$ cat src/rtl/vm_pkg.sv
// Shared vending-machine money definitions: widths, coin values and FSM state codes.
// Reused by the deposit, owner withdrawal and display blocks.
package vm_pkg;

  localparam int W = 11;

  localparam logic [W-1:0] MAX   = {W{1'b1}};
  localparam logic [W-1:0] ZERO  = 11'd0;
  localparam logic [W-1:0] COIN0 = 11'd1;
  localparam logic [W-1:0] COIN1 = 11'd5;
  localparam logic [W-1:0] COIN2 = 11'd10;
  localparam logic [W-1:0] COIN3 = 11'd25;

  typedef logic [W-1:0] money_t;

  localparam logic [1:0] ST_IDLE    = 2'd0;
  localparam logic [1:0] ST_COLLECT = 2'd1;
  localparam logic [1:0] ST_VEND    = 2'd2;
  localparam logic [1:0] ST_CHANGE  = 2'd3;

  function automatic money_t coin_value(input logic [1:0] coin_type);
    money_t v;
    case (coin_type)
      2'd0:    v = COIN0;
      2'd1:    v = COIN1;
      2'd2:    v = COIN2;
      2'd3:    v = COIN3;
      default: v = COIN0;
    endcase
    return v;
  endfunction

endpackage

$ cat src/rtl/coin_deposit_if.sv
// Customer/owner-facing signal bundle of the coin deposit block.
// master drives the strobes; slave is the deposit block itself.
interface coin_deposit_if;
  import vm_pkg::*;

  logic       mode;
  logic       coin_valid;
  logic [1:0] coin_type;
  logic       vend_req;
  money_t     price;
  logic       cancel;
  logic       change_ack;
  logic       owner_take;
  money_t     credit;
  money_t     machine_money;
  logic       vend_ok;
  logic       coin_reject;
  money_t     change;
  logic       change_valid;
  logic       redlight;

  modport master (
    output mode, coin_valid, coin_type, vend_req, price, cancel, change_ack, owner_take,
    input  credit, machine_money, vend_ok, coin_reject, change, change_valid, redlight
  );

  modport slave (
    input  mode, coin_valid, coin_type, vend_req, price, cancel, change_ack, owner_take,
    output credit, machine_money, vend_ok, coin_reject, change, change_valid, redlight
  );

endinterface

$ cat src/rtl/coin_deposit_sat_add.sv
// W-bit adder with overflow flag; the sum saturates at MAX so it never wraps.
module money_sat_add
  import vm_pkg::*;
(
  input  money_t a,
  input  money_t b,
  output money_t sum,
  output logic   ovf
);

  logic [W:0] wide_s;

  // Widened add, then clamp on carry-out.
  always_comb begin
    wide_s = {1'b0, a} + {1'b0, b};
    ovf    = wide_s[W];
    if (wide_s[W]) begin
      sum = MAX;
    end else begin
      sum = wide_s[W-1:0];
    end
  end

endmodule

$ cat src/rtl/coin_deposit.sv
// Customer credit accumulation, purchase into the bank and change return handshake.
// Purchase accounting lands on the edge that accepts vend_req, so VEND shows the results.
module coin_deposit
  import vm_pkg::*;
(
  input  logic          clk,
  input  logic          rst_n,
  coin_deposit_if.slave bus
);

  logic [1:0] state_r, state_s;
  money_t     credit_r, credit_s;
  money_t     bank_r, bank_s;
  money_t     change_r, change_s;
  logic       change_valid_r, change_valid_s;
  logic       vend_ok_r, vend_ok_s;
  logic       coin_reject_r, coin_reject_s;
  logic       redlight_r, redlight_s;

  money_t     coin_amt_s, credit_sum_s, bank_sum_s;
  logic       credit_ovf_s, bank_ovf_s, coin_ok_s;

  assign coin_amt_s = coin_value(bus.coin_type);
  assign coin_ok_s  = bus.coin_valid && !bus.mode && !credit_ovf_s;

  money_sat_add u_credit_add (.a(credit_r), .b(coin_amt_s), .sum(credit_sum_s), .ovf(credit_ovf_s));
  money_sat_add u_bank_add   (.a(bank_r),   .b(bus.price),  .sum(bank_sum_s),   .ovf(bank_ovf_s));

  // Next-state and next-output decode.
  always_comb begin
    state_s        = state_r;
    credit_s       = credit_r;
    bank_s         = bank_r;
    change_s       = change_r;
    change_valid_s = change_valid_r;
    vend_ok_s      = 1'b0;
    coin_reject_s  = 1'b0;
    redlight_s     = 1'b0;
    case (state_r)
      ST_IDLE: begin
        if (coin_ok_s) begin
          credit_s = credit_sum_s;
          state_s  = ST_COLLECT;
        end else begin
          coin_reject_s = bus.coin_valid;
        end
      end
      ST_COLLECT: begin
        if (bus.cancel) begin
          coin_reject_s  = bus.coin_valid;
          change_s       = credit_r;
          change_valid_s = 1'b1;
          state_s        = ST_CHANGE;
        end else if (bus.vend_req && !bus.mode) begin
          coin_reject_s = bus.coin_valid;
          if ((bus.price > credit_r) || bank_ovf_s) begin
            redlight_s = 1'b1;
          end else begin
            bank_s    = bank_sum_s;
            vend_ok_s = 1'b1;
            change_s  = credit_r - bus.price;
            credit_s  = ZERO;
            state_s   = ST_VEND;
          end
        end else if (coin_ok_s) begin
          credit_s = credit_sum_s;
        end else begin
          coin_reject_s = bus.coin_valid;
        end
      end
      ST_VEND: begin
        coin_reject_s = bus.coin_valid;
        if (change_r != ZERO) begin
          change_valid_s = 1'b1;
          state_s        = ST_CHANGE;
        end else begin
          state_s = ST_IDLE;
        end
      end
      ST_CHANGE: begin
        coin_reject_s = bus.coin_valid;
        if (change_valid_r && bus.change_ack) begin
          change_valid_s = 1'b0;
          change_s       = ZERO;
          credit_s       = ZERO;
          state_s        = ST_IDLE;
        end else begin
          state_s = ST_CHANGE;
        end
      end
      default: begin
        state_s        = ST_IDLE;
        credit_s       = ZERO;
        change_s       = ZERO;
        change_valid_s = 1'b0;
      end
    endcase
    // A purchase add in flight beats the owner's clear; the owner retries.
    if (bus.owner_take && bus.mode && (state_r != ST_VEND)) begin
      bank_s = ZERO;
    end else begin
      bank_s = bank_s;
    end
  end

  // State and output registers.
  always_ff @(posedge clk or negedge rst_n) begin
    if (!rst_n) begin
      state_r        <= ST_IDLE;
      credit_r       <= ZERO;
      bank_r         <= ZERO;
      change_r       <= ZERO;
      change_valid_r <= 1'b0;
      vend_ok_r      <= 1'b0;
      coin_reject_r  <= 1'b0;
      redlight_r     <= 1'b0;
    end else begin
      state_r        <= state_s;
      credit_r       <= credit_s;
      bank_r         <= bank_s;
      change_r       <= change_s;
      change_valid_r <= change_valid_s;
      vend_ok_r      <= vend_ok_s;
      coin_reject_r  <= coin_reject_s;
      redlight_r     <= redlight_s;
    end
  end

  assign bus.credit        = credit_r;
  assign bus.machine_money = bank_r;
  assign bus.change        = change_r;
  assign bus.change_valid  = change_valid_r;
  assign bus.vend_ok       = vend_ok_r;
  assign bus.coin_reject   = coin_reject_r;
  assign bus.redlight      = redlight_r;

endmodule

$ cat src/flat_wrapper.sv
// flat-port wrapper written by rule: the top's interface ports become plain ports
module coin_deposit_flat import vm_pkg::*;
  (clk, rst_n, bus_mode, bus_coin_valid, bus_coin_type, bus_vend_req, bus_price, bus_cancel, bus_change_ack, bus_owner_take, bus_credit, bus_machine_money, bus_vend_ok, bus_coin_reject, bus_change, bus_change_valid, bus_redlight);
  coin_deposit_if bus_i ();
  input  logic clk;
  input  logic rst_n;
  input wire logic [$bits(bus_i.mode)-1:0] bus_mode;
  input wire logic [$bits(bus_i.coin_valid)-1:0] bus_coin_valid;
  input wire logic [$bits(bus_i.coin_type)-1:0] bus_coin_type;
  input wire logic [$bits(bus_i.vend_req)-1:0] bus_vend_req;
  input wire logic [$bits(bus_i.price)-1:0] bus_price;
  input wire logic [$bits(bus_i.cancel)-1:0] bus_cancel;
  input wire logic [$bits(bus_i.change_ack)-1:0] bus_change_ack;
  input wire logic [$bits(bus_i.owner_take)-1:0] bus_owner_take;
  output wire logic [$bits(bus_i.credit)-1:0] bus_credit;
  output wire logic [$bits(bus_i.machine_money)-1:0] bus_machine_money;
  output wire logic [$bits(bus_i.vend_ok)-1:0] bus_vend_ok;
  output wire logic [$bits(bus_i.coin_reject)-1:0] bus_coin_reject;
  output wire logic [$bits(bus_i.change)-1:0] bus_change;
  output wire logic [$bits(bus_i.change_valid)-1:0] bus_change_valid;
  output wire logic [$bits(bus_i.redlight)-1:0] bus_redlight;
  assign bus_i.mode = bus_mode;
  assign bus_i.coin_valid = bus_coin_valid;
  assign bus_i.coin_type = bus_coin_type;
  assign bus_i.vend_req = bus_vend_req;
  assign bus_i.price = bus_price;
  assign bus_i.cancel = bus_cancel;
  assign bus_i.change_ack = bus_change_ack;
  assign bus_i.owner_take = bus_owner_take;
  assign bus_credit = bus_i.credit;
  assign bus_machine_money = bus_i.machine_money;
  assign bus_vend_ok = bus_i.vend_ok;
  assign bus_coin_reject = bus_i.coin_reject;
  assign bus_change = bus_i.change;
  assign bus_change_valid = bus_i.change_valid;
  assign bus_redlight = bus_i.redlight;
  coin_deposit u_core (.clk(clk), .rst_n(rst_n), .bus(bus_i));
endmodule
$ cat config.mk
export PLATFORM = sky130hd
export DESIGN_NAME = coin_deposit_flat
export DESIGN_NICKNAME = d
export VERILOG_FILES = /design/src/rtl/vm_pkg.sv /design/src/rtl/coin_deposit_if.sv /design/src/rtl/coin_deposit_sat_add.sv /design/src/rtl/coin_deposit.sv /design/src/flat_wrapper.sv
export SDC_FILE = /design/constraint.sdc
export NUM_CORES = 1
export LEC_CHECK = 0
export CAP_MARGIN = 0
export CORE_ASPECT_RATIO = 1.1
export CORE_MARGIN = 1.5
export CORE_UTILIZATION = 50
export CTS_BUF_LIST = sky130_fd_sc_hd__clkbuf_2
export DETAILED_ROUTE_END_ITERATION = 8
export PLACE_DENSITY = 0.77
export SYNTH_ARGS = -nofsm -noshare
export SYNTH_HDL_FRONTEND = slang
export SYNTH_SLANG_ARGS = --single-unit
$ cat constraint.sdc
create_clock -name clk -period 3.43 [get_ports clk]
set_clock_uncertainty 0.05 [all_clocks]
set_input_delay 0.686 -clock clk [delete_from_list [all_inputs] [get_ports clk]]
set_output_delay 0.686 -clock clk [all_outputs]
set_load 0.03 [all_outputs]
== Word level (Yosys, flattened, before mapping) ==
Cells that the tools add are included.

* Add/subtract/negate cells: 3
* Magnitude comparators: 1
* Equality and inequality tests: 17
* Multiplexer cells: 41
* Reduce and logical (&&, ||, !) cells: 23

{| class="wikitable"
|+ Operators by type and width
! operator !! number
|-
| $mux W11 || 15
|-
| $pmux W11 S4 || 1
|-
| $pmux W11 S3 || 1
|-
| $add A11 B11 Y12 || 2
|-
| $pmux W11 S2 || 1
|-
| $reduce_and A4 Y1 || 4
|-
| $mux W1 || 14
|-
| $mux W2 || 6
|-
| $gt A11 B11 Y1 || 1
|-
| $reduce_bool A11 Y1 || 1
|-
| $sub A11 B11 Y11 || 1
|-
| $eq A2 B2 Y1 const B || 4
|-
| $ne A2 B1 Y1 const B || 4
|-
| $ne A2 B2 Y1 const B || 4
|-
| $pmux W2 S4 || 1
|-
| $logic_and A1 B1 Y1 || 6
|-
| $ne A3 B3 Y1 const B || 2
|-
| $pmux W1 S3 || 2
|-
| $reduce_bool A2 Y1 || 3
|-
| $reduce_bool A3 Y1 || 2
|-
| $eq A2 B1 Y1 const B || 2
|-
| $logic_not A2 Y1 || 2
|-
| $ne A3 B2 Y1 const B || 1
|-
| $reduce_and A3 Y1 || 1
|-
| other kinds (3) || 4
|}

* Flip-flop bits (word level): 39
* Input bits: 21
* Output and inout port bits: 37
* Word-level logic and storage cells: 93

== Logic depth before layout (Yosys ltp) ==
Gate-level depths: netlist of the first run.

* Depth in word-level cells: 9
* Gate-level depth with buffers: 11
* Gate-level depth less buffers: 11

== Modules after synthesis ==
From an unflattened synthesis of the first run, not the netlist that was laid out.

* Cell total of the unflattened synthesis: 414
* Area total of the unflattened synthesis: 3547.2 um2

{| class="wikitable"
|+ Modules (own cells, without submodules)
! module !! instances !! cells each !! area an instance (um2) !! seq. area each (um2)
|-
| coin_deposit || 1 || 257 || 2398.6 || 975.9
|-
| money_sat_add at u_core.u_bank_add || 1 || 79 || 574.3 || 0.0
|-
| money_sat_add at u_core.u_credit_add || 1 || 78 || 574.3 || 0.0
|}

== Worst setup path before layout of the first run ==
Ideal clock, no wire load.

* Kind: input-to-reg
* From: input bus_coin_type[0]
* To: register u_core.credit_r[2], in the netlist u_core.bus.credit[2]
* Library setup time: 0.118 ns
* Data arrival time: 2.512 ns
* Data required time: 3.262 ns
* Setup slack: 0.750 ns
* Cell stages on the path: 10
* Buffers on the path: 0
* Cell sequence: nand2b_1 -> inv_1 -> ha_1 -> a21o_1 -> a21o_1 -> a211oi_1 -> o31ai_2 -> and2_1 -> a22o_1 -> a21o_1

* Cells in the longest elaborated chain, start to end: 9
* Elaborated cells on any way between the ends: 13
* Those cells by class: add/sub: 1; eq/ne: 3; mux: 6; reduce/logical: 3

{| class="wikitable"
|+ RTL lines
! item !! RTL line !! text
|-
| start, declared || flat_wrapper.sv:9 || <nowiki>input wire logic [$bits(bus_i.coin_type)-1:0] bus_coin_type;</nowiki>
|-
| $eq A2 B2 Y1, or another cell as far along || vm_pkg.sv:23 || <nowiki>case (coin_type)</nowiki>
|-
| $pmux W11 S4 * || vm_pkg.sv:23 ||
|-
| $add A11 B11 Y12 * || coin_deposit_sat_add.sv:15 || <nowiki>wide_s = {1'b0, a} + {1'b0, b};</nowiki>
|-
| $logic_not A1 Y1 || coin_deposit.sv:24 || <nowiki>assign coin_ok_s = bus.coin_valid && !bus.mode && !credit_ovf_s;</nowiki>
|-
| $logic_and A1 B1 Y1 || coin_deposit.sv:24 ||
|-
| $mux W11 * || coin_deposit.sv:41, coin_deposit.sv:65 ||
|-
| $mux W11 || coin_deposit.sv:54 || <nowiki>end else if (bus.vend_req && !bus.mode) begin</nowiki>
|-
| $mux W11 || coin_deposit.sv:49 || <nowiki>if (bus.cancel) begin</nowiki>
|-
| $pmux W11 S3 * || coin_deposit.sv:39 || <nowiki>case (state_r)</nowiki>
|-
| end signal, assigned || coin_deposit.sv:119 || <nowiki>credit_r <= credit_s;</nowiki>
|-
| end, declared || coin_deposit.sv:12 || <nowiki>money_t credit_r, credit_s;</nowiki>
|}

Every way passes the cells marked *; elsewhere a longest branch is shown, timed or not. The select of a mux whose other input is x is not followed.
A chain may end at the register's enable or synchronous reset.

== Worst setup path after layout of the first run ==
* From: input bus_price[0]
* To: register u_core.bank_r[10], in the netlist u_core.bus.machine_money[10]

* Cells in the longest elaborated chain, start to end: 7
* Elaborated cells on any way between the ends: 11
* Those cells by class: add/sub: 1; order compare: 1; eq/ne: 1; mux: 6; reduce/logical: 2

{| class="wikitable"
|+ RTL lines
! item !! RTL line !! text
|-
| start, declared || flat_wrapper.sv:11 || <nowiki>input wire logic [$bits(bus_i.price)-1:0] bus_price;</nowiki>
|-
| $add A11 B11 Y12 || coin_deposit_sat_add.sv:15 ||
|-
| $mux W11 || coin_deposit_sat_add.sv:17 || <nowiki>if (wide_s[W]) begin</nowiki>
|-
| $mux W11 || coin_deposit.sv:56 || <nowiki>if ((bus.price > credit_r) || bank_ovf_s) begin</nowiki>
|-
| $mux W11 || coin_deposit.sv:54 ||
|-
| $mux W11 || coin_deposit.sv:49 ||
|-
| $mux W11 || coin_deposit.sv:39 ||
|-
| $mux W11 || coin_deposit.sv:99 || <nowiki>if (bus.owner_take && bus.mode && (state_r != ST_VEND)) begin</nowiki>
|-
| end signal, assigned || coin_deposit.sv:120 || <nowiki>bank_r <= bank_s;</nowiki>
|-
| end, declared || coin_deposit.sv:13 || <nowiki>money_t bank_r, bank_s;</nowiki>
|}

Parallel ways exist; a longest one is shown, timed or not. The select of a mux whose other input is x is not followed.

==> impl_metrics.csv, run 1 <==
group,metric,value,unit
outcome,status,"complete, no violations",
floorplan,pin_count,58,
finish,layout.nets,461,
global_routing,grt_overflow,0,
worst_setup_path,r2r_slack,690,ps
worst_setup_path,path_class,"in2reg",
finish,num_antenna_cells,0,
timing,slew_viol_final,0,
global_routing,first_global_vias,2691,
worst_setup_path,crit_path_start_kind,"input port",
floorplan,die-area,6738,um^2
worst_setup_path,crit_arrival,3190,ps
timing,min_period,2959,ps
synth,synthesis.nets,403,
drt,via_per_inst,5.739,
clock_network,cts.sinks,39,
timing,setup_violations,0,
worst_setup_path,critPathMaxFanout,3,
clock_network,clock-root-buffer,"clkbuf_2",
pwr,p_leak,1.789,nW
synth,netlist_area,3127,um^2
floorplan,start_util,51.10,%
finish,layout_common_cells,"clkdlybuf4s50_1 (56), dfrtp_1 (39), nand2_1 (34)",
worst_setup_path,crit_required,3670,ps
worst_setup_path,r2r_end,"u_core.bus.machine_money[7]$_DFFE_PN0P_",
global_routing,grt_start_max_net_pins,40,
drt,vias,2818,
job,drv_cap,0,
timing,relSlewSlack,29.90,%
timing,rsz0062_at_grt,"no",
synth,ys_types,54,
clock_network,numCtsBuffers,5,
finish,final_common_cell,"clkdlybuf4s50_1",
clock_network,clkSlewWorstSetupHoldPaths,210,ps
floorplan,num_rows,30,
drt,wirelength,7.531,mm
drt,wire_per_inst,15.34,um
timing,tightest_slew,1047,ps
worst_setup_path,worstSetupEndpointType,"flip-flop",
worst_setup_path,reg2reg_from,"u_core.bus.machine_money[1]$_DFFE_PN0P_",
drt,ant_nets,0,
clock_network,max-clock-path-buffers,2,
synth,ys_seq_area_share,31.21,%
clock_network,insertion_delay,390,ps
pwr,finalPower,0.002358,W
global_routing,grtUsageTotal,23.54,%
floorplan,die_y,85.94,um
pwr,ir_drop,0.3782,mV
clock_network,post-cts-setup-buffer-count,0,
worst_setup_path,rr_worst_depth,8,
finish,drive_above_1_share,8.029,%
timing,fin_crit_sh,86.27,%
synth,async_flop_share,100.0,%
floorplan,die_x,78.40,um
synth,synth-edff-count,0,
drt,drtIter0Drc,154,
clock_network,cts_resized,0,
place,port_buffers,57,
place,gp_congestion,0.8740,
timing,fmax,337.9,MHz
timing,hold_viol_final,0,
clock_network,tritoncts,"done",
hold_path,hold_path_class,"in2async",
global_routing,grt_pass1_wl,12.69,mm
synth,ys_ff_latch,39,
synth,synth.avg_cell_area,8.883,um^2
pwr,power.density,617.2,nW/um^2
synth,syn_inst,352,
clock_network,htree_levels,2,
global_routing,antenna_found_initial,0,
drt,remaining_drc_errors,0,
place,place.detailed.hpwl,5.874,mm
drt,drt_first_pass_iters,4,
timing,finalSetupTns,0,ps
finish,syn2layout_area_growth,22.21,%
synth,yosys_warnings,0,
floorplan,core,6118,um^2
clock_network,cts_hold_buffers,0,
synth,synth_ff_type,"dfrtp_1",
[flip-flops by register name (all words and copies together), names as in the netlist]
name,flops
u_core.bus.coin_reject,1
u_core.bus.credit,11
u_core.bus.vend_ok,1
u_core.bus.change,11
u_core.bus.machine_money,11
u_core.bus.redlight,1
u_core.bus.change_valid,1
u_core.state_r,2
[how the worst max path moves through the flow]
stage | slack (ps) | startpoint | cells after the start | to
CTS | 490 | bus_price[0] | 10 | u_core.bus.machine_money[10]$_DFFE_PN0P_
detailed placement | 60 | bus_price[1] | 9 | u_core.bus.machine_money[5]$_DFFE_PN0P_
finish | 470 | bus_price[0] | 10 | u_core.bus.machine_money[10]$_DFFE_PN0P_
global placement | 100 | bus_coin_type[0] | 11 | u_core.bus.credit[3]$_DFFE_PN0P_
global route | 320 | bus_coin_type[0] | 11 | u_core.bus.credit[0]$_DFFE_PN0P_
floorplan | 750 | bus_coin_type[0] | 10 | u_core.bus.credit[2]$_DFFE_PN0P_
[Yosys cell counts, types with 2 or more instances]
library cell	number	area, um^2
nor2_1	19	71.32
nor2b_1	6	37.54
o211ai_1	2	15.01
a22o_1	5	43.79
buf_1	2	7.510
o22a_1	2	17.52
nand2b_1	4	25.02
buf_6	4	45.04
dfrtp_1	39	975.9
xnor2_1	10	87.58
nand4_1	5	31.28
o21bai_1	3	22.52
a31o_1	8	70.07
o21a_1	2	15.01
nand2_1	34	127.6
a21o_1	15	112.6
a21oi_1	24	120.1
a31oi_1	4	25.02
o21ai_1	11	55.05
o21ai_0	13	65.06
fa_1	3	60.06
xor2_1	9	78.83
and2_1	3	18.77
nor4_1	2	12.51
nand3_1	9	45.04
mux2i_1	9	90.09
o2bb2ai_1	5	43.79
o22ai_1	2	12.51
nor3_1	8	40.04
and3_1	3	18.77
a211oi_1	5	37.54
clkbuf_1	7	26.28
ha_1	27	337.8
nor3b_1	4	30.03
a21oi_2	6	52.55
inv_1	20	75.07
[through the flow]
stage / hold WS [ps] / instances / instance area, um^2 / utilization (%) / setup slack, ps
5_1_grt: 371.2 / 491 / 3821 / 62.45 / 317.3
3_3_place_gp: 472.2 / 483 / 3781 / 61.80 / 97.83
3_5_place_dp: 483.3 / 483 / 3781 / 61.80 / 58.45
6_report: 335.7 / 491 / 3821 / 62.45 / 470.8
2_1_floorplan: 340.4 / 352 / 3127 / - / 750.2
4_1_cts: 345.3 / 491 / 3821 / 62.45 / 486.6
[layer usage]
metal  share of wire, %  GRT usage [%]  up-vias
li1                   -              -     1397
met1                 46          31.03     1340
met2                 49          41.42       75
met3                4.1          3.723        6
met4               0.69          3.896        0
met5                  0              0        -
[where the power goes]
part,switching (W),total [W],internal (W),leakage [nW]
registers,0.000169,0.000747,0.000578,0.514
clock network,0.000156,0.000203,0.0000469,0.0325
logic,0.000797,0.00141,0.000611,1.24
total,0.00112,0.00236,0.00124,1.79
[kinds of logic after synthesis]
group | count (synthesis) | synth area share (%)
compound gates | 115 | 25.57
simple gates | 103 | 16.49
flops | 39 | 31.21
mux | 10 | 3.241
buf+inv | 36 | 5.442
fa+ha+maj | 30 | 12.73
xor+xnor | 19 | 5.322
[cell type report]
class	instances	area (um^2)
clock buffer	5	25.02
clock inverter	3	15.01
fill	547	2297
inverter	21	78.83
multi-input combinational	277	1981
sequential	39	975.9
tap	80	100.1
timing repair buffer	66	645.6
[worst max-delay path: stages]
cell and delay (ps):
clkdlybuf4s50_1 440, ha_1 240, fa_1 420, a21o_1 190
a211oi_1 380, o21ai_1 170, a31o_1 230, a21oi_1 190
xor2_1 170, o21ai_1 70
Note: power is estimated with default switching activity, not from simulation.
==> inputs of run 2 (changes only) <==
--- a/config.mk
+++ b/config.mk
@@ -8,10 +8,10 @@
 export CAP_MARGIN = 0
 export CORE_ASPECT_RATIO = 1.1
 export CORE_MARGIN = 1.5
-export CORE_UTILIZATION = 50
+export CORE_UTILIZATION = 40
 export CTS_BUF_LIST = sky130_fd_sc_hd__clkbuf_2
 export DETAILED_ROUTE_END_ITERATION = 8
-export PLACE_DENSITY = 0.77
+export SLEW_MARGIN = 15
 export SYNTH_ARGS = -nofsm -noshare
 export SYNTH_HDL_FRONTEND = slang
 export SYNTH_SLANG_ARGS = --single-unit
==> run 2 against run 1 <==
Net effect:
- sequential cell count did not move
- worst hold slack got worse by 53 ps
- cell count rose by 5.7%
- critical endpoint is now u_core.bus.credit[4]$_DFFE_PN0P_
==> impl_metrics.csv, run 2 (same netlist as run 1, synthesis figures left out) <==
group,metric,value,unit
timing,fmax,339.3,MHz
timing,hold_viol_final,0,
global_routing,grtUsageTotal,19.44,%
timing,setup_violations,0,
clock_network,max-clock-path-buffers,2,
clock_network,insertion_delay,440,ps
timing,tightest_slew,919.7,ps
pwr,p_seq_share,29.9,%
clock_network,clkSlewWorstSetupHoldPaths,250,ps
timing,finalSetupTns,0,ps
worst_setup_path,critical-path-max-stage-delay,480,ps
worst_setup_path,worstSetupEndpointType,"flip-flop",
timing,slew_viol_final,0,
finish,final_common_cell,"clkdlybuf4s50_1",
worst_setup_path,crit_arrival,3230,ps
hold_path,hold_path_class,"in2async",
clock_network,cts.sinks,39,
drt,drt_first_pass_iters,5,
place,port_buffers,57,
finish,num_antenna_cells,0,
finish,nFillCells,732,
global_routing,grt_overflow,0,
drt,ant_nets,0,
worst_setup_path,path_class,"in2reg",
clock_network,numCtsBuffers,5,
pwr,switchingPower,0.001139,W
place,gp_congestion,0.8115,
pwr,power_frac_clock,14.8,%
clock_network,htree_levels,2,
job,drv_cap,0,
worst_setup_path,crit_slowest_cell,"clkdlybuf4s50_1",
drt,vias,2743,
worst_setup_path,path_cells,"clkdlybuf4s50_1 > nand2b_1 > inv_1 > ha_1 > a21o_1 > a21o_1 > a211oi_1 > o31ai_2 > and2_1 > a22o_1 > a21o_1",
worst_setup_path,crit_required,3710,ps
timing,relSlewSlack,38.42,%
pwr,power_frac_comb,55.3,%
worst_setup_path,critPathBufInv,2,
pwr,swShare,44.71,%
pwr,internal_power,0.001409,W
pwr,ir_drop,0.1732,mV
worst_setup_path,r2r_slack,820,ps
finish,layout_common_cells,"clkdlybuf4s50_1 (56), dfrtp_1 (39), nand2_1 (34)",
timing,rsz0062_at_grt,"no",
floorplan,pin_count,58,
floorplan,start_util,41.61,%
drt,wirelength,7.559,mm
floorplan,die_y,95.73,um
drt,via_per_inst,5.285,
place,place.detailed.hpwl,5.937,mm
drt,drtIter0Drc,128,
drt,remaining_drc_errors,0,
worst_setup_path,critPathTopFamily,"compound AO/OA/AOI/OAI gates",
clock_network,post-cts-setup-buffer-count,0,
finish,syn2layout_area_growth,25.53,%
global_routing,antenna_found_initial,0,
finish,drive_above_1_share,8.696,%
global_routing,first_global_vias,2703,
finish,layout.nets,464,
floorplan,core,7515,um^2
floorplan,num_rows,33,
clock_network,cts_hold_buffers,0,
clock_network,clock-root-buffer,"clkbuf_2",
worst_setup_path,crit_path_start_kind,"input port",
worst_setup_path,critPathMaxFanout,6,
timing,min_period,2947,ps
pwr,p_leak,1.826,nW
floorplan,die-area,8357,um^2
pwr,finalPower,0.002548,W
pwr,power.density,649.1,nW/um^2
floorplan,die_x,87.30,um
timing,whs,282.7,ps
clock_network,tritoncts,"done",
timing,fin_crit_sh,85.92,%
global_routing,grt_pass1_wl,12.63,mm
clock_network,cts_resized,0,
global_routing,grt_start_max_net_pins,40,
worst_setup_path,path_common_cell,"a21o_1",
drt,wire_per_inst,14.56,um
outcome,status,"complete, no violations",
[run 2: cell count changes in the layout (fill, tap and decap cells not counted)]
cell / delta
clkbuf_2: +1
bufinv_16: +2
clkinv_2: -3
buf_4: +3
[run 2: layout make-up]
cell class	count	area, um^2	share of cell area, %
clock inverter	2	60.06	1.530
sequential	39	975.9	24.86
clock buffer	6	30.03	0.7651
tap	105	131.4	3.347
multi-input combinational	277	1981	50.46
inverter	21	78.83	2.008
timing repair buffer	69	668.1	17.02
[run 2: power groups by stage]
| stage | clock network (W) | logic, W | registers (W) |
|---|---|---|---|
| floorplan | 0 | 0.000782 | 0.000911 |
| global placement | 0 | 0.00140 | 0.000771 |
| detailed placement | 0 | 0.00142 | 0.000773 |
| CTS | 0.000386 | 0.00142 | 0.000762 |
| global route | 0.000402 | 0.00155 | 0.000786 |
| finish | 0.000376 | 0.00141 | 0.000762 |
[run 2: metrics by stage]
step | instances | instance area [um^2] | util (%) | setup WS [ps]
3_5_place_dp | 511 | 3835 | 51.03 | 18.92
2_1_floorplan | 352 | 3127 | - | 750.2
3_3_place_gp | 511 | 3835 | 51.03 | 107.7
5_1_grt | 519 | 3925 | 52.23 | 409.0
6_report | 519 | 3925 | 52.23 | 482.8
4_1_cts | 519 | 3925 | 52.23 | 505.2
[run 2: metal layers]
metal  vias to the layer above  global-route usage [%]  part of all wire (%)
met3                         7                   3.002                   3.9
met1                      1275                   24.54                    46
met4                         0                   6.217                   1.3
li1                       1398                       -                     -
met2                        63                   33.97                    48
met5                         -                       0                     0
[run 2: path summary, 6_finish.rpt]
kind,start,end,depth (start not counted)
max,bus_coin_type[0],u_core.bus.credit[4]$_DFFE_PN0P_,11
min,rst_n,u_core.bus.change[6]$_DFFE_PN0P_,1
max reg2reg,u_core.bus.credit[1]$_DFFE_PN0P_,u_core.bus.credit[4]$_DFFE_PN0P_,8
min reg2reg,u_core.bus.change[0]$_DFFE_PN0P_,u_core.bus.change[0]$_DFFE_PN0P_,2
max in group asynchronous,rst_n,u_core.bus.machine_money[6]$_DFFE_PN0P_,1
min in group clk,u_core.bus.change[0]$_DFFE_PN0P_,u_core.bus.change[0]$_DFFE_PN0P_,2
==> inputs of run 3 (changes only) <==
--- a/config.mk
+++ b/config.mk
@@ -5,6 +5,7 @@
 export SDC_FILE = /design/constraint.sdc
 export NUM_CORES = 1
 export LEC_CHECK = 0
+export ABC_AREA = 1
 export CAP_MARGIN = 0
 export CORE_ASPECT_RATIO = 1.1
 export CORE_MARGIN = 1.5
==> run 3 against run 2 <==
Net effect:
- power fell by 2.6%
- routed wire length rose by 37%
- combinational power barely moved
- clock-buffer cell count did not move
- setup slack improved by 360 ps
- design area rose by 13%
- first-iteration DRC count rose by 110%
- sequential power fell by 9.4%
- synthesized cell count rose by 53%
- register-to-register slack improved by 250 ps
- largest power group unchanged
==> impl_metrics.csv, run 3 <==
group,metric,value,unit
outcome,status,"complete, no violations",
drt,wirelength,10.38,mm
hold_path,hold_path_class,"in2async",
synth,synth_ff_type,"dfrtp_1",
finish,final_common_cell,"nand2_1",
clock_network,cts_resized,0,
clock_network,htree_levels,2,
pwr,power.density,559.4,nW/um^2
floorplan,num_rows,36,
timing,min_period,2582,ps
global_routing,grtUsageTotal,22.08,%
floorplan,start_util,41.55,%
synth,async_flop_share,100.0,%
finish,drive_above_1_share,11.80,%
clock_network,insertion_delay,420,ps
worst_setup_path,critPathBufInv,2,
drt,wire_per_inst,14.68,um
timing,relSlewSlack,23.78,%
worst_setup_path,path_cells,"clkdlybuf4s50_1 > ha_1 > a21oi_1 > o21ai_1 > nand2_1 > nand2_1 > nor2_4 > nand3_2 > nor2_4 > buf_4 > o21ai_0 > nand2_1",
synth,synth_top_area_share,26.20,%
floorplan,die-area,9901,um^2
global_routing,grt_overflow,0,
place,place.detailed.hpwl,7.990,mm
synth,yosys_warnings,0,
floorplan,die_y,104.2,um
synth,yosysMostFrequentCell,"nand2_1",
synth,syn_inst,537,
clock_network,post-cts-setup-buffer-count,0,
place,gp_congestion,0.8728,
drt,remaining_drc_errors,0,
timing,finalWorstSetupSlack,847.5,ps
synth,ys_ff_latch,39,
timing,fmax,387.2,MHz
drt,via_per_inst,5.197,
finish,syn2layout_area_growth,19.08,%
finish,fin_area,4436,um^2
global_routing,grt_start_max_net_pins,40,
finish,layout_common_cells,"nand2_1 (157), nand3_1 (62), inv_1 (59)",
timing,setup_violations,0,
synth,netlist_area,3725,um^2
timing,whs,314.9,ps
finish,nFillCells,922,
timing,hold_viol_final,0,
synth,synth.avg_cell_area,6.936,um^2
clock_network,cts.sinks,39,
worst_setup_path,critPathTopFamily,"simple AND/OR/NAND/NOR gates",
drt,vias,3674,
worst_setup_path,crit_slowest_cell,"clkdlybuf4s50_1",
finish,num_antenna_cells,0,
synth,synthesis.nets,588,
timing,tightest_slew,1138,ps
synth,synth.area.top_cells,"dfrtp_1 (26%), nand2_1 (16%), ha_1 (9.1%)",
timing,rsz0062_at_grt,"no",
worst_setup_path,crit_path_start_kind,"input port",
floorplan,pin_count,58,
synth,synth-edff-count,0,
drt,ant_nets,0,
place,port_buffers,57,
worst_setup_path,critPathMaxFanout,10,
clock_network,clock-root-buffer,"clkbuf_2",
clock_network,tritoncts,"done",
worst_setup_path,critical-path-max-stage-delay,470,ps
clock_network,max-clock-path-buffers,2,
global_routing,first_global_vias,3462,
worst_setup_path,path_common_cell,"nand2_1",
synth,ys_types,44,
pwr,ir_drop,0.1826,mV
pwr,p_leak,2.305,nW
floorplan,core,8964,um^2
timing,fin_crit_sh,75.29,%
clock_network,numCtsBuffers,5,
clock_network,cts_hold_buffers,0,
global_routing,antenna_found_initial,0,
job,drv_cap,0,
synth,ys_seq_area_share,26.20,%
timing,slew_viol_final,0,
place,preCtsSetupSlack,398.0,ps
timing,finalSetupTns,0,ps
clock_network,clkSlewWorstSetupHoldPaths,230,ps
worst_setup_path,crit_arrival,2900,ps
drt,drtIter0Drc,274,
place,dpl_cell_area,4345,um^2
finish,layout.nets,643,
worst_setup_path,path_class,"in2reg",
global_routing,grt_pass1_wl,17.37,mm
synth,yosysTopAreaCell,"dfrtp_1",
drt,drt_first_pass_iters,5,
floorplan,die_x,95.01,um
worst_setup_path,crit_required,3750,ps
synth,synth.top_cells.by_count,"nand2_1 (157), nand3_1 (62), inv_1 (59), dfrtp_1 (39), nor2_1 (29)",
worst_setup_path,worstSetupEndpointType,"flip-flop",
==> run 3: changes by cell type in the layout (fill, tap and decap cells not counted), sizes merged, moves of 8 or more <==
cell   previous run  this run
a31o              8         0
inv              21        65
nor2             19        36
a21o             15         2
xnor2            10         2
nand2            34       181
nand3            10        65
buf              13         5
o21ai            25        37
mux2i             9         0
==> run 3: path summary, 6_finish.rpt <==
check / start / to / slack [ps] / cells after the start
worst min register to register: u_core.bus.change[9]$_DFFE_PN0P_ / u_core.bus.change[9]$_DFFE_PN0P_ / 500 / 2
worst max-delay path: bus_price[4] / u_core.bus.machine_money[5]$_DFFE_PN0P_ / 850 / 12
min in group clk: u_core.bus.change[9]$_DFFE_PN0P_ / u_core.bus.change[9]$_DFFE_PN0P_ / 500 / 2
worst min-delay path: rst_n / u_core.bus.change[6]$_DFFE_PN0P_ / 310 / 1
worst max register to register: u_core.bus.credit[5]$_DFFE_PN0P_ / u_core.bus.machine_money[5]$_DFFE_PN0P_ / 1070 / 12
max in group asynchronous: rst_n / u_core.bus.machine_money[2]$_DFFE_PN0P_ / 2420 / 1
==> run 3: area by class of cell <==
| type | instances | area (um^2) | share of cell area (%) |
|---|---|---|---|
| clock buffer | 6 | 30.03 | 0.6770 |
| tap | 114 | 142.6 | 3.216 |
| inverter | 66 | 250.2 | 5.642 |
| clock inverter | 2 | 60.06 | 1.354 |
| multi-input combinational | 419 | 2381 | 53.68 |
| timing repair buffer | 61 | 595.6 | 13.43 |
| sequential | 39 | 975.9 | 22.00 |
==> run 3: per-layer routing <==
metal	share of wire, %	up-vias	global-route usage [%]
met3	4.6	16	2.924
met5	0	-	0
met2	45	94	33.78
li1	-	1872	-
met1	48	1692	32.10
met4	2.2	0	6.397
==> run 3: metrics by stage <==
stage | power [W] | cells | utilization, %
final | 0.002481 | 707 | 49.48
after global routing | 0.002689 | 707 | 49.48
after CTS | 0.002500 | 707 | 49.48
after detailed placement | 0.002115 | 699 | 48.48
after global placement | 0.002092 | 699 | 48.48
after floorplan | 0.001747 | 537 | -
==> run 3: cell families (layout without fill, tap and decap cells) <==
kind of cell,after synthesis,in the layout,share of synthesized area [%]
buf+inv,79,135,9.876
flops,39,39,26.20
simple gates,298,298,37.45
compound gates,80,80,13.20
fa+ha+maj,30,30,10.68
xor+xnor,11,11,2.587
==> run 3: where the power goes <==
group	switching, W	internal (W)
Clock	0.000172	0.000199
Sequential	0.000130	0.000560
Combinational	0.000918	0.000502
